<file path="src/rtl/adder_pkg.sv">
// Shared helpers for the pipelined add/subtract unit: chunk geometry and its
// elaboration-time sanity check.
package adder_pkg;

  function automatic int chunk_width(input int width, input int stages);
    return width / stages;
  endfunction

  function automatic bit geometry_ok(input int width, input int stages);
    return (width >= 2) && (stages >= 1) && (width % stages == 0);
  endfunction

endpackage

</file>
<file path="src/rtl/rca_chunk.sv">
// Combinational ripple-carry slice; c_msb_in is the carry entering the top bit
// so the last stage can derive signed overflow.
module rca_chunk #(
  parameter int N = 4
) (
  input  logic [N-1:0] a,
  input  logic [N-1:0] b,
  input  logic         cin,
  output logic [N-1:0] s,
  output logic         cout,
  output logic         c_msb_in
);

  always_comb begin
    logic c;
    c        = cin;
    s        = '0;
    c_msb_in = 1'b0;
    for (int i = 0; i < N; i++) begin
      if (i == N - 1) c_msb_in = c;
      s[i] = a[i] ^ b[i] ^ c;
      c    = (a[i] & b[i]) | (c & (a[i] ^ b[i]));
    end
    cout = c;
  end

endmodule

</file>
<file path="src/rtl/adder_pipe_param.sv">
// Pipelined add/subtract: one carry chunk resolved per stage, operands shifted
// down so every stage works on its low chunk; one global stall from the output.
module adder_pipe_param
  import adder_pkg::*;
#(
  parameter int WIDTH  = 16,
  parameter int STAGES = 4
) (
  input  logic             clk,
  input  logic             rst,
  input  logic             in_valid,
  output logic             in_ready,
  input  logic [WIDTH-1:0] a,
  input  logic [WIDTH-1:0] b,
  input  logic             cin,
  input  logic             sub,
  output logic             out_valid,
  input  logic             out_ready,
  output logic [WIDTH-1:0] s,
  output logic             cout,
  output logic             ovf
);

  localparam int CHUNK = chunk_width(WIDTH, STAGES);

  if (!geometry_ok(WIDTH, STAGES)) begin : g_bad_geometry
    $error("adder_pipe_param: WIDTH must be >= 2 and a multiple of STAGES");
  end

  logic             valid_q [STAGES];
  logic [WIDTH-1:0] a_q     [STAGES];
  logic [WIDTH-1:0] b_q     [STAGES];
  logic [WIDTH-1:0] sum_q   [STAGES];
  logic             cy_q    [STAGES];
  logic             ovf_q;

  logic             stall;
  logic             adv;
  logic [WIDTH-1:0] b_eff;
  logic             c0;

  assign stall    = valid_q[STAGES-1] & ~out_ready;
  assign adv      = ~stall;
  assign in_ready = ~stall;

  // Subtraction as a + ~b + ~cin so the same carry chain serves both modes.
  assign b_eff = sub ? ~b : b;
  assign c0    = sub ? ~cin : cin;

  for (genvar k = 0; k < STAGES; k++) begin : g_stage
    logic             v_in;
    logic [WIDTH-1:0] a_in;
    logic [WIDTH-1:0] b_in;
    logic [WIDTH-1:0] sum_in;
    logic             cy_in;
    logic [CHUNK-1:0] cs;
    logic             cc;
    logic             cm;

    if (k == 0) begin : g_head
      assign v_in   = in_valid;
      assign a_in   = a;
      assign b_in   = b_eff;
      assign sum_in = '0;
      assign cy_in  = c0;
    end else begin : g_body
      assign v_in   = valid_q[k-1];
      assign a_in   = a_q[k-1];
      assign b_in   = b_q[k-1];
      assign sum_in = sum_q[k-1];
      assign cy_in  = cy_q[k-1];
    end

    rca_chunk #(.N(CHUNK)) u_rca (
      .a        (a_in[CHUNK-1:0]),
      .b        (b_in[CHUNK-1:0]),
      .cin      (cy_in),
      .s        (cs),
      .cout     (cc),
      .c_msb_in (cm)
    );

    // Data only moves with a valid beat so outputs hold their last result.
    always_ff @(posedge clk or posedge rst) begin
      if (rst) begin
        valid_q[k] <= 1'b0;
        a_q[k]     <= '0;
        b_q[k]     <= '0;
        sum_q[k]   <= '0;
        cy_q[k]    <= 1'b0;
      end else if (adv) begin
        valid_q[k] <= v_in;
        if (v_in) begin
          a_q[k]   <= a_in >> CHUNK;
          b_q[k]   <= b_in >> CHUNK;
          sum_q[k] <= sum_in | (WIDTH'(cs) << (k * CHUNK));
          cy_q[k]  <= cc;
        end
      end
    end

    if (k == STAGES - 1) begin : g_tail
      always_ff @(posedge clk or posedge rst) begin
        if (rst) begin
          ovf_q <= 1'b0;
        end else if (adv && v_in) begin
          ovf_q <= cm ^ cc;
        end
      end
    end
  end

  assign out_valid = valid_q[STAGES-1];
  assign s         = sum_q[STAGES-1];
  assign cout      = cy_q[STAGES-1];
  assign ovf       = ovf_q;

endmodule

</file>
<file path="config.mk">
export PLATFORM = sky130hd
export DESIGN_NAME = adder_pipe_param
export DESIGN_NICKNAME = d
export VERILOG_FILES = /design/src/rtl/adder_pkg.sv /design/src/rtl/rca_chunk.sv /design/src/rtl/adder_pipe_param.sv
export SDC_FILE = /design/constraint.sdc
export NUM_CORES = 1
export LEC_CHECK = 0
export ABC_AREA = 1
export CORE_UTILIZATION = 50
export CTS_CLUSTER_DIAMETER = 30
export CTS_CLUSTER_SIZE = 16
export DETAILED_ROUTE_END_ITERATION = 6
export HOLD_SLACK_MARGIN = 0.02
export PLACE_DENSITY = 0.73
export SETUP_SLACK_MARGIN = 0.5
export SYNTH_ARGS = -nofsm -noshare
export SYNTH_HDL_FRONTEND = slang
export SYNTH_HIERARCHICAL = 1
export SYNTH_SLANG_ARGS = --single-unit
</file>
<file path="constraint.sdc">
create_clock -name clk -period 3.15 [get_ports clk]
set_input_delay 0.4725 -clock clk [delete_from_list [all_inputs] [get_ports clk]]
set_output_delay 0.4725 -clock clk [all_outputs]
set_load 0.02 [all_outputs]
</file>
==> flow_summary.json, run 1 <==
{
  "fin_skew_ns": 0.00682,
  "clk_pin_slew_worst_paths_ns": 0.09,
  "drive_above_1_share_pct": 4.66,
  "grt_antenna_before_repair": 0,
  "grt_usage_pct": 18.4,
  "cts.sinks": 97,
  "hold_viol_final": 0,
  "avgViaCountPerCell": 4.78,
  "grt_max_degree": 98,
  "die-area_sq_um": 9450,
  "grt_pass1_wl_microns": 14100,
  "yosysTopAreaCell": "dfrtp_1",
  "numCtsBuffers": 9,
  "syn_area_sq_um": 4530,
  "synth.avg_cell_area_sq_um": 8.55,
  "rows": 34,
  "grt_pass1_vias": 3162,
  "worstSetupStartpoint": "b[0]",
  "ctsHoldBuffers": 0,
  "cp.arrival_ns": 2.74,
  "die_height_microns": 97.2,
  "irDropWorstVdd_mv": 0.307,
  "reg2regPathDepth": 8,
  "worstReg2RegStart": "g_stage[3].a_in[0]$_DFFE_PP0P_",
  "dpl.hpwl_microns": 5310,
  "diodes": 0,
  "ioPinCount": 58,
  "reg2reg_to": "s[15]$_DFFE_PP0P_",
  "grt_remaining_overflow": 0,
  "critPathKind": "input pin to flip-flop",
  "end_kind": "flip-flop",
  "synth-seq-cells": 97,
  "seq_area_frac_synth_pct": 53.5,
  "cts-root-buf": "clkbuf_8",
  "wl_per_cell_microns": 11.6,
  "initial_core_util_pct": 51.7,
  "syn_nets": 584,
  "status": "finished clean",
  "leakage_uw": 0.00292,
  "fmax_mhz": 404,
  "cts.htree.levels": 3,
  "slew_headroom_pct": 43.9,
  "setup_tns_ns": 0,
  "setup.worst_path.start_class": "input pin",
  "ant_nets": 0,
  "cap_violations": 0,
  "cts_tree": "done",
  "power_density_nw_per_um2": 871,
  "cts_setup_buffers": 0,
  "period_needed_ns": 2.48,
  "crit_path_max_fanout": 1,
  "die_w_microns": 97.2,
  "max_stage_delay_ns": 0.50,
  "core_area_sq_um": 8760,
  "worstSkewPairLatency_ns": 0.36,
  "drt_first_iter_violations": 174,
  "setup_viol": 0,
  "synth_area_leaders": "dfrtp_1 (54%), nand2_1 (20%), nand3_1 (9.1%)",
  "regToRegSetupSlack_ns": 0.97,
  "area_delta_synth_final_pct": 18.7,
  "synthCells": 530,
  "port_buffers": 57,
  "nets": 629,
  "setup_ws_ns": 0.673,
  "cts_buffer_depth": 2,
  "critPathSlowestCell": "clkdlybuf4s50_1",
  "drv_slew": 0,
  "rsz0062_at_grt": "no",
  "endpoint": "g_stage[1].sum_in[3]$_DFFE_PP0P_",
  "dp_worst_setup_slack_ns": 0.149,
  "synth.distinct_cells": 14,
  "yosys_warnings": 6,
  "synthDominantCellAreaShare_pct": 53.5,
  "cts.repair.resized": 0,
  "finish.utilization_pct": 61.4,
  "crit_path_cell_trace": "clkdlybuf4s50_1 > xor2_2 > fa_1 > inv_1 > fa_1 > fa_1 > inv_1 > fa_1 > nand3_1 > nand2_1",
  "crit_path_frequent_cell": "fa_1",
  "route.detailed.drc": 0,
  "period_share_pct": 78.6,
  "worstHoldPathType": "flip-flop to flip-flop",
  "tightest_slew_ns": 0.841,
  "power_uw": 4690,
  "route.vias.total": 3291,
  "wl_microns": 7960,
  "required_ns": 3.41,
  "gp_congestion": 0.765,
  "drt_pre_antenna_iters": 6
}
-- Yosys cell counts --
master	count
nand3_1	82
xor2_1	5
clkbuf_1	1
a21oi_1	2
dfrtp_1	97
buf_2	14
buf_4	3
fa_1	16
buf_6	7
nand2_1	243
buf_1	5
nand2_2	3
inv_1	51
o21ai_0	1
-- flip-flops by register name (all words and copies together) (netlist names) --
| register | flops |
|---|---|
| g_stage.a_in | 24 |
| g_stage.b_in | 24 |
| g_stage.sum_in | 24 |
| s | 16 |
| g_stage.cy_in | 3 |
| g_stage.v_in | 3 |
| cout | 1 |
| out_valid | 1 |
| ovf | 1 |
-- report_power, final --
group | switching, uW | internal, uW | total, uW
logic | 919 | 680 | 1600
clock network | 412 | 548 | 960
registers | 385 | 1740 | 2130
total | 1720 | 2970 | 4690
-- cell type report --
type                       count  area [sq um]
fill                         767          3380
multi-input combinational    352          1730
clock buffer                  11           141
clock inverter                 5           103
timing repair buffer          64           651
tap                          108           135
sequential                    97          2430
inverter                      51           195
-- how the worst min path moves through the flow --
stage                                          start                               end  slack, ns  cells past startpoint
global placement                    s[7]$_DFFE_PP0P_                  s[7]$_DFFE_PP0P_       0.45                      2
global route        g_stage[3].sum_in[0]$_DFFE_PP0P_  g_stage[3].sum_in[0]$_DFFE_PP0P_       0.50                      2
detailed placement                 s[11]$_DFFE_PP0P_                 s[11]$_DFFE_PP0P_       0.46                      2
floorplan             g_stage[1].a_in[1]$_DFFE_PP0P_    g_stage[1].a_in[1]$_DFFE_PP0P_       0.44                      2
CTS                                s[11]$_DFFE_PP0P_                 s[11]$_DFFE_PP0P_       0.48                      2
finish                             s[11]$_DFFE_PP0P_                 s[11]$_DFFE_PP0P_       0.47                      2
-- cells in the final DEF, fill, tap and decap left out, types with 3 or more instances in the layout --
master	n
inv_1	50
clkdlybuf4s50_1	56
xor2_1	4
nand2_2	3
clkbuf_8	10
bufinv_16	3
dfrtp_1	97
buf_4	5
fa_1	16
nand3_1	82
nand2_1	243
-- through the flow --
stage / hold slack [ns] / area, sq um / instances
after floorplan: 0.442 / 4550 / 530
after global placement: 0.453 / 5130 / 672
after detailed placement: 0.459 / 5130 / 672
after CTS: 0.480 / 5380 / 688
after global routing: 0.498 / 5380 / 688
final: 0.474 / 5380 / 688
-- cell families (layout without fill, tap and decap cells) --
| family | after synthesis | count (layout) | share of synthesized area, % |
|---|---|---|---|
| flip-flops | 97 | 97 | 53.5 |
| buffers and inverters | 81 | 131 | 8.50 |
| AO/OA/AOI/OAI | 3 | 3 | 0.331 |
| AND/OR/NAND/NOR | 328 | 328 | 29.6 |
| XOR/XNOR | 5 | 5 | 0.966 |
| adder cells (fa/ha/maj) | 16 | 16 | 7.07 |
-- worst max-delay path, delay by kind of cell --
family                     cells  cell delay [ns]
adders and majority gates      4             1.33
buffers and inverters          3             0.62
xor gates and xnor gates       1             0.17
and+or+nand+nor                2             0.14
-- routing by layer --
layer / global-route usage [%] / part of all wire (%) / routed length (microns)
met5: 0 / 0 / 0
met4: 5.66 / 1.2 / 93
met3: 4.60 / 4.2 / 333
met2: 29.8 / 46 / 3660
met1: 24.5 / 49 / 3870
(Power assumes the default switching activity.)
==> run 2, diff against run 1 <==
--- a/config.mk
+++ b/config.mk
@@ -11,7 +11,7 @@
 export CTS_CLUSTER_SIZE = 16
 export DETAILED_ROUTE_END_ITERATION = 6
 export HOLD_SLACK_MARGIN = 0.02
-export PLACE_DENSITY = 0.73
+export PLACE_DENSITY = 0.7
 export SETUP_SLACK_MARGIN = 0.5
 export SYNTH_ARGS = -nofsm -noshare
 export SYNTH_HDL_FRONTEND = slang
==> constraint.sdc (replaced) <==
create_clock -name clk -period 2.6 [get_ports clk]
set_input_delay 0.39 -clock clk [delete_from_list [all_inputs] [get_ports clk]]
set_output_delay 0.39 -clock clk [all_outputs]
set_load 0.02 [all_outputs]
==> flow_summary.json, run 2 (same netlist as run 1, synthesis figures left out) <==
{
  "status": "finished clean",
  "cp.arrival_ns": 2.31,
  "fin_skew_ns": 0.00748,
  "initial_core_util_pct": 51.7,
  "clk_pin_slew_worst_paths_ns": 0.09,
  "cts.htree.levels": 3,
  "cap_violations": 0,
  "dp.cells": 677,
  "period_needed_ns": 2.06,
  "numCtsBuffers": 9,
  "ant_nets": 0,
  "finish.utilization_pct": 62.0,
  "port_buffers": 57,
  "hold_viol_final": 0,
  "critPathKind": "flip-flop to flip-flop",
  "dpl.hpwl_microns": 5420,
  "drt_pre_antenna_iters": 4,
  "reg2regPathDepth": 8,
  "drt_first_iter_violations": 123,
  "grt_pass1_vias": 3230,
  "grt_max_degree": 83,
  "grt_remaining_overflow": 0,
  "setup.worst_path.start_class": "flip-flop",
  "period_share_pct": 79.2,
  "worstHoldPathType": "input pin to async pin",
  "nets": 637,
  "core_area_sq_um": 8760,
  "crit_path_max_fanout": 2,
  "grt_antenna_before_repair": 0,
  "power_uw": 5560,
  "die_height_microns": 97.2,
  "slew_headroom_pct": 63.0,
  "irDropWorstVdd_mv": 0.405,
  "leakage_uw": 0.00293,
  "stdcell_count": 696,
  "avgViaCountPerCell": 4.79,
  "holdWs_ns": 0.450,
  "drive_above_1_share_pct": 9.52,
  "ctsHoldBuffers": 0,
  "area_delta_synth_final_pct": 19.8,
  "required_ns": 2.85,
  "tightest_slew_ns": 0.555,
  "rsz0062_at_grt": "yes",
  "wl_per_cell_microns": 11.4,
  "gp_congestion": 0.766,
  "diodes": 0,
  "grt_usage_pct": 18.4,
  "die-area_sq_um": 9450,
  "layout_commonest_cell": "nand2_1",
  "route.vias.total": 3332,
  "cts-root-buf": "clkbuf_8",
  "mostFrequentLayoutCells": "nand2_1 (243), dfrtp_1 (97), nand3_1 (82)",
  "die_w_microns": 97.2,
  "power_density_nw_per_um2": 1020,
  "cts_tree": "done",
  "rows": 34,
  "cts.sinks": 97,
  "wl_microns": 7940,
  "ioPinCount": 58,
  "grt_pass1_wl_microns": 14200,
  "route.detailed.drc": 0,
  "setup_viol": 0,
  "cts_buffer_depth": 2,
  "worstSkewPairLatency_ns": 0.36,
  "fmax_mhz": 486,
  "end_kind": "flip-flop",
  "drv_slew": 0
}
-- run 2: path summary, 6_finish.rpt --
check	startpoint	to	slack, ns
worst min register to register	s[12]$_DFFE_PP0P_	s[12]$_DFFE_PP0P_	0.47
min in group clk	s[12]$_DFFE_PP0P_	s[12]$_DFFE_PP0P_	0.47
max in group asynchronous	rst	s[13]$_DFFE_PP0P_	1.76
worst max-delay path	g_stage[3].a_in[0]$_DFFE_PP0P_	s[15]$_DFFE_PP0P_	0.54
worst min-delay path	rst	g_stage[2].sum_in[6]$_DFFE_PP0P_	0.45
worst max register to register	g_stage[3].a_in[0]$_DFFE_PP0P_	s[15]$_DFFE_PP0P_	0.54
-- run 2: metrics by stage --
step	instance area, sq um	worst slack [ns]	setup TNS [ns]
final	5430	0.541	0
after global routing	5430	0.452	0
after CTS	5400	0.480	0
after detailed placement	5190	-0.278	-0.342
after global placement	5190	-0.227	-0.227
after floorplan	4580	0.213	0
-- run 2: routing by layer --
| metal | track usage, % | share of wire, % | vias up |
|---|---|---|---|
| met2 | 30.3 | 47 | 71 |
| li1 | - | - | 1715 |
| met1 | 24.1 | 47 | 1534 |
| met5 | 0 | 0 | - |
| met3 | 3.17 | 3.8 | 12 |
| met4 | 8.14 | 2.0 | 0 |
-- run 2: layout make-up --
cell class,instances,area (sq um)
multi-input cells,352,1770
inverters,51,195
flip-flops and latches,97,2430
clock inverters,7,78.8
repair buffers,72,703
fillers,811,3330
clock buffers,9,124
well taps,108,135
-- run 2: what timing repair did --
action | in CTS | in global routing
setup endpoints to repair | 6 | 6
pin swaps | 2 | 9
setup buffers | 0 | 3
resized for setup | 11 | 16
-- run 2: critical path: stages, from the launching register on --
cell,delay (ns)
dfrtp_1,0.39
fa_2,0.21
inv_1,0.05
fa_2,0.33
fa_2,0.35
inv_2,0.07
fa_2,0.42
nand3_1,0.09
nand2_1,0.06
-- run 2: power breakdown --
group          internal, uW  leakage, uW  switching (uW)  total [uW]
combinational           879      0.00162            1170        2050
clock                   452    0.0000925             525         978
sequential             2110      0.00122             422        2530
total                  3440      0.00293            2120        5560
==> run 3, diff against run 2 <==
==> constraint.sdc (replaced) <==
create_clock -name clk -period 2.1 [get_ports clk]
set_input_delay 0.315 -clock clk [delete_from_list [all_inputs] [get_ports clk]]
set_output_delay 0.315 -clock clk [all_outputs]
set_load 0.02 [all_outputs]
==> flow_summary.json, run 3 (same netlist as run 1, synthesis figures left out) <==
{
  "cts-root-buf": "clkbuf_8",
  "die-area_sq_um": 9450,
  "power_density_nw_per_um2": 1280,
  "drv_slew": 0,
  "holdWs_ns": 0.349,
  "fillCellCount": 777,
  "diodes": 0,
  "p_int_uw": 4430,
  "cts_tree": "done",
  "route.detailed.drc": 0,
  "period_share_pct": 97.7,
  "p_seq_share_pct": 44.8,
  "setup.worst_path.start_class": "flip-flop",
  "cts.htree.levels": 3,
  "route.vias.total": 3432,
  "numCtsBuffers": 9,
  "clk_pin_slew_worst_paths_ns": 0.09,
  "dp.cells": 676,
  "grt_remaining_overflow": 0,
  "power.share.clock_pct": 18.7,
  "irDropWorstVdd_mv": 0.442,
  "drive_above_1_share_pct": 15.3,
  "regArea_sq_um": 2430,
  "fmax_mhz": 488,
  "layout_commonest_cell": "nand2_1",
  "crit_path_max_fanout": 2,
  "finish.utilization_pct": 64.2,
  "dpl.hpwl_microns": 5700,
  "combPwrFrac_pct": 36.4,
  "grt_max_degree": 66,
  "fin_skew_ns": 0.00960,
  "initial_core_util_pct": 51.7,
  "cp.arrival_ns": 2.30,
  "critPathSlowestCell": "fa_2",
  "grt_pass1_vias": 3366,
  "worstHoldPathType": "input pin to async pin",
  "hold_viol_final": 0,
  "port_buffers": 57,
  "ioPinCount": 58,
  "mostFrequentLayoutCells": "nand2_1 (242), dfrtp_1 (95), nand3_1 (71)",
  "tightest_slew_ns": 0.756,
  "core_area_sq_um": 8760,
  "cap_violations": 0,
  "grt_usage_pct": 19.2,
  "crit_cells": 8,
  "end_kind": "flip-flop",
  "reg2regPathDepth": 8,
  "leakage_uw": 0.00306,
  "max_stage_delay_ns": 0.43,
  "p_sw_uw": 2740,
  "worst-path-buf-inv": 2,
  "multiInputGateArea_sq_um": 1860,
  "cts_buffer_depth": 2,
  "setup_viol": 0,
  "rows": 34,
  "wl_per_cell_microns": 12.0,
  "critPathKind": "flip-flop to flip-flop",
  "ant_nets": 0,
  "status": "finished clean",
  "die_w_microns": 97.2,
  "drt_first_iter_violations": 113,
  "grt_antenna_before_repair": 0,
  "cts.sinks": 97,
  "worstSkewPairLatency_ns": 0.36,
  "period_needed_ns": 2.05,
  "drt_pre_antenna_iters": 4,
  "required_ns": 2.35,
  "gp_congestion": 0.734,
  "setup_tns_ns": 0,
  "area_delta_synth_final_pct": 24.2,
  "worst_path_dominant_cell_family": "adder cells",
  "die_height_microns": 97.2,
  "grt_pass1_wl_microns": 14800,
  "crit_path_cell_trace": "fa_2 > inv_2 > fa_2 > fa_2 > inv_2 > fa_2 > nand3_2 > nand2_1",
  "rsz0062_at_grt": "yes",
  "slew_headroom_pct": 49.6,
  "stdcell_count": 701,
  "nets": 642,
  "crit_path_frequent_cell": "fa_2",
  "swShare_pct": 38.2,
  "avgViaCountPerCell": 4.90,
  "wl_microns": 8410
}
[run 3: cell type report]
cell class              count  area share [%]
repair buffers             77            13.8
inverters                  51            3.47
clock buffers              10            2.45
multi-input cells         352            33.1
well taps                 108            2.40
flip-flops and latches     97            43.2
clock inverters             6            1.60
[run 3: routing by layer]
metal / GRT usage (%) / part of all wire [%] / wire, microns / up-vias
met5: 0 / 0 / 0 / -
met4: 7.13 / 1.6 / 133 / 0
met3: 2.81 / 4.4 / 369 / 13
met2: 32.3 / 47 / 3930 / 96
met1: 25.3 / 47 / 3980 / 1595
li1: - / - / - / 1728
[run 3: path summary, 6_finish.rpt]
| path | startpoint | slack [ns] | to |
|---|---|---|---|
| worst max register to register | g_stage[3].a_in[0]$_DFFE_PP0P_ | 0.05 | s[15]$_DFFE_PP0P_ |
| worst min register to register | s[0]$_DFFE_PP0P_ | 0.47 | s[0]$_DFFE_PP0P_ |
| worst min-delay path | rst | 0.35 | s[4]$_DFFE_PP0P_ |
| max in group asynchronous | rst | 1.12 | g_stage[1].v_in$_DFFE_PP0N_ |
| min in group clk | sub | 0.38 | g_stage[1].b_in[0]$_DFFE_PP0P_ |
| worst max-delay path | g_stage[3].a_in[0]$_DFFE_PP0P_ | 0.05 | s[15]$_DFFE_PP0P_ |
[run 3: timing repair]
action / 4_1_cts / 5_1_grt
resized for setup: 53 / 18
hold buffers: 0 / 0
cloned: 0 / 1
pin swaps: 13 / 19
endpoints found under the setup margin: 57 / 39
setup buffers: 4 / 4
[run 3: power groups by stage]
stage / clock network (uW) / registers [uW] / logic (uW)
4_1_cts: 1370 / 3210 / 2490
3_3_place_gp: 0 / 3200 / 2450
5_1_grt: 1440 / 3340 / 3010
3_5_place_dp: 0 / 3240 / 2520
2_1_floorplan: 0 / 3200 / 1770
6_report: 1350 / 3220 / 2620
[run 3: worst register-to-register path: stages, from the launching register on]
cell,delay (ns)
dfrtp_1,0.39
fa_2,0.21
inv_2,0.04
fa_2,0.33
fa_2,0.36
inv_2,0.08
fa_2,0.43
nand3_2,0.06
nand2_1,0.05
[run 3: stage by stage]
step | worst slack [ns] | total power [uW] | instance area [sq um]
2_1_floorplan | -0.212 | 4970 | 4610
3_3_place_gp | -0.672 | 5650 | 5240
3_5_place_dp | -0.709 | 5760 | 5240
4_1_cts | 0.0232 | 7070 | 5500
5_1_grt | -0.0266 | 7790 | 5630
6_report | 0.0491 | 7180 | 5630
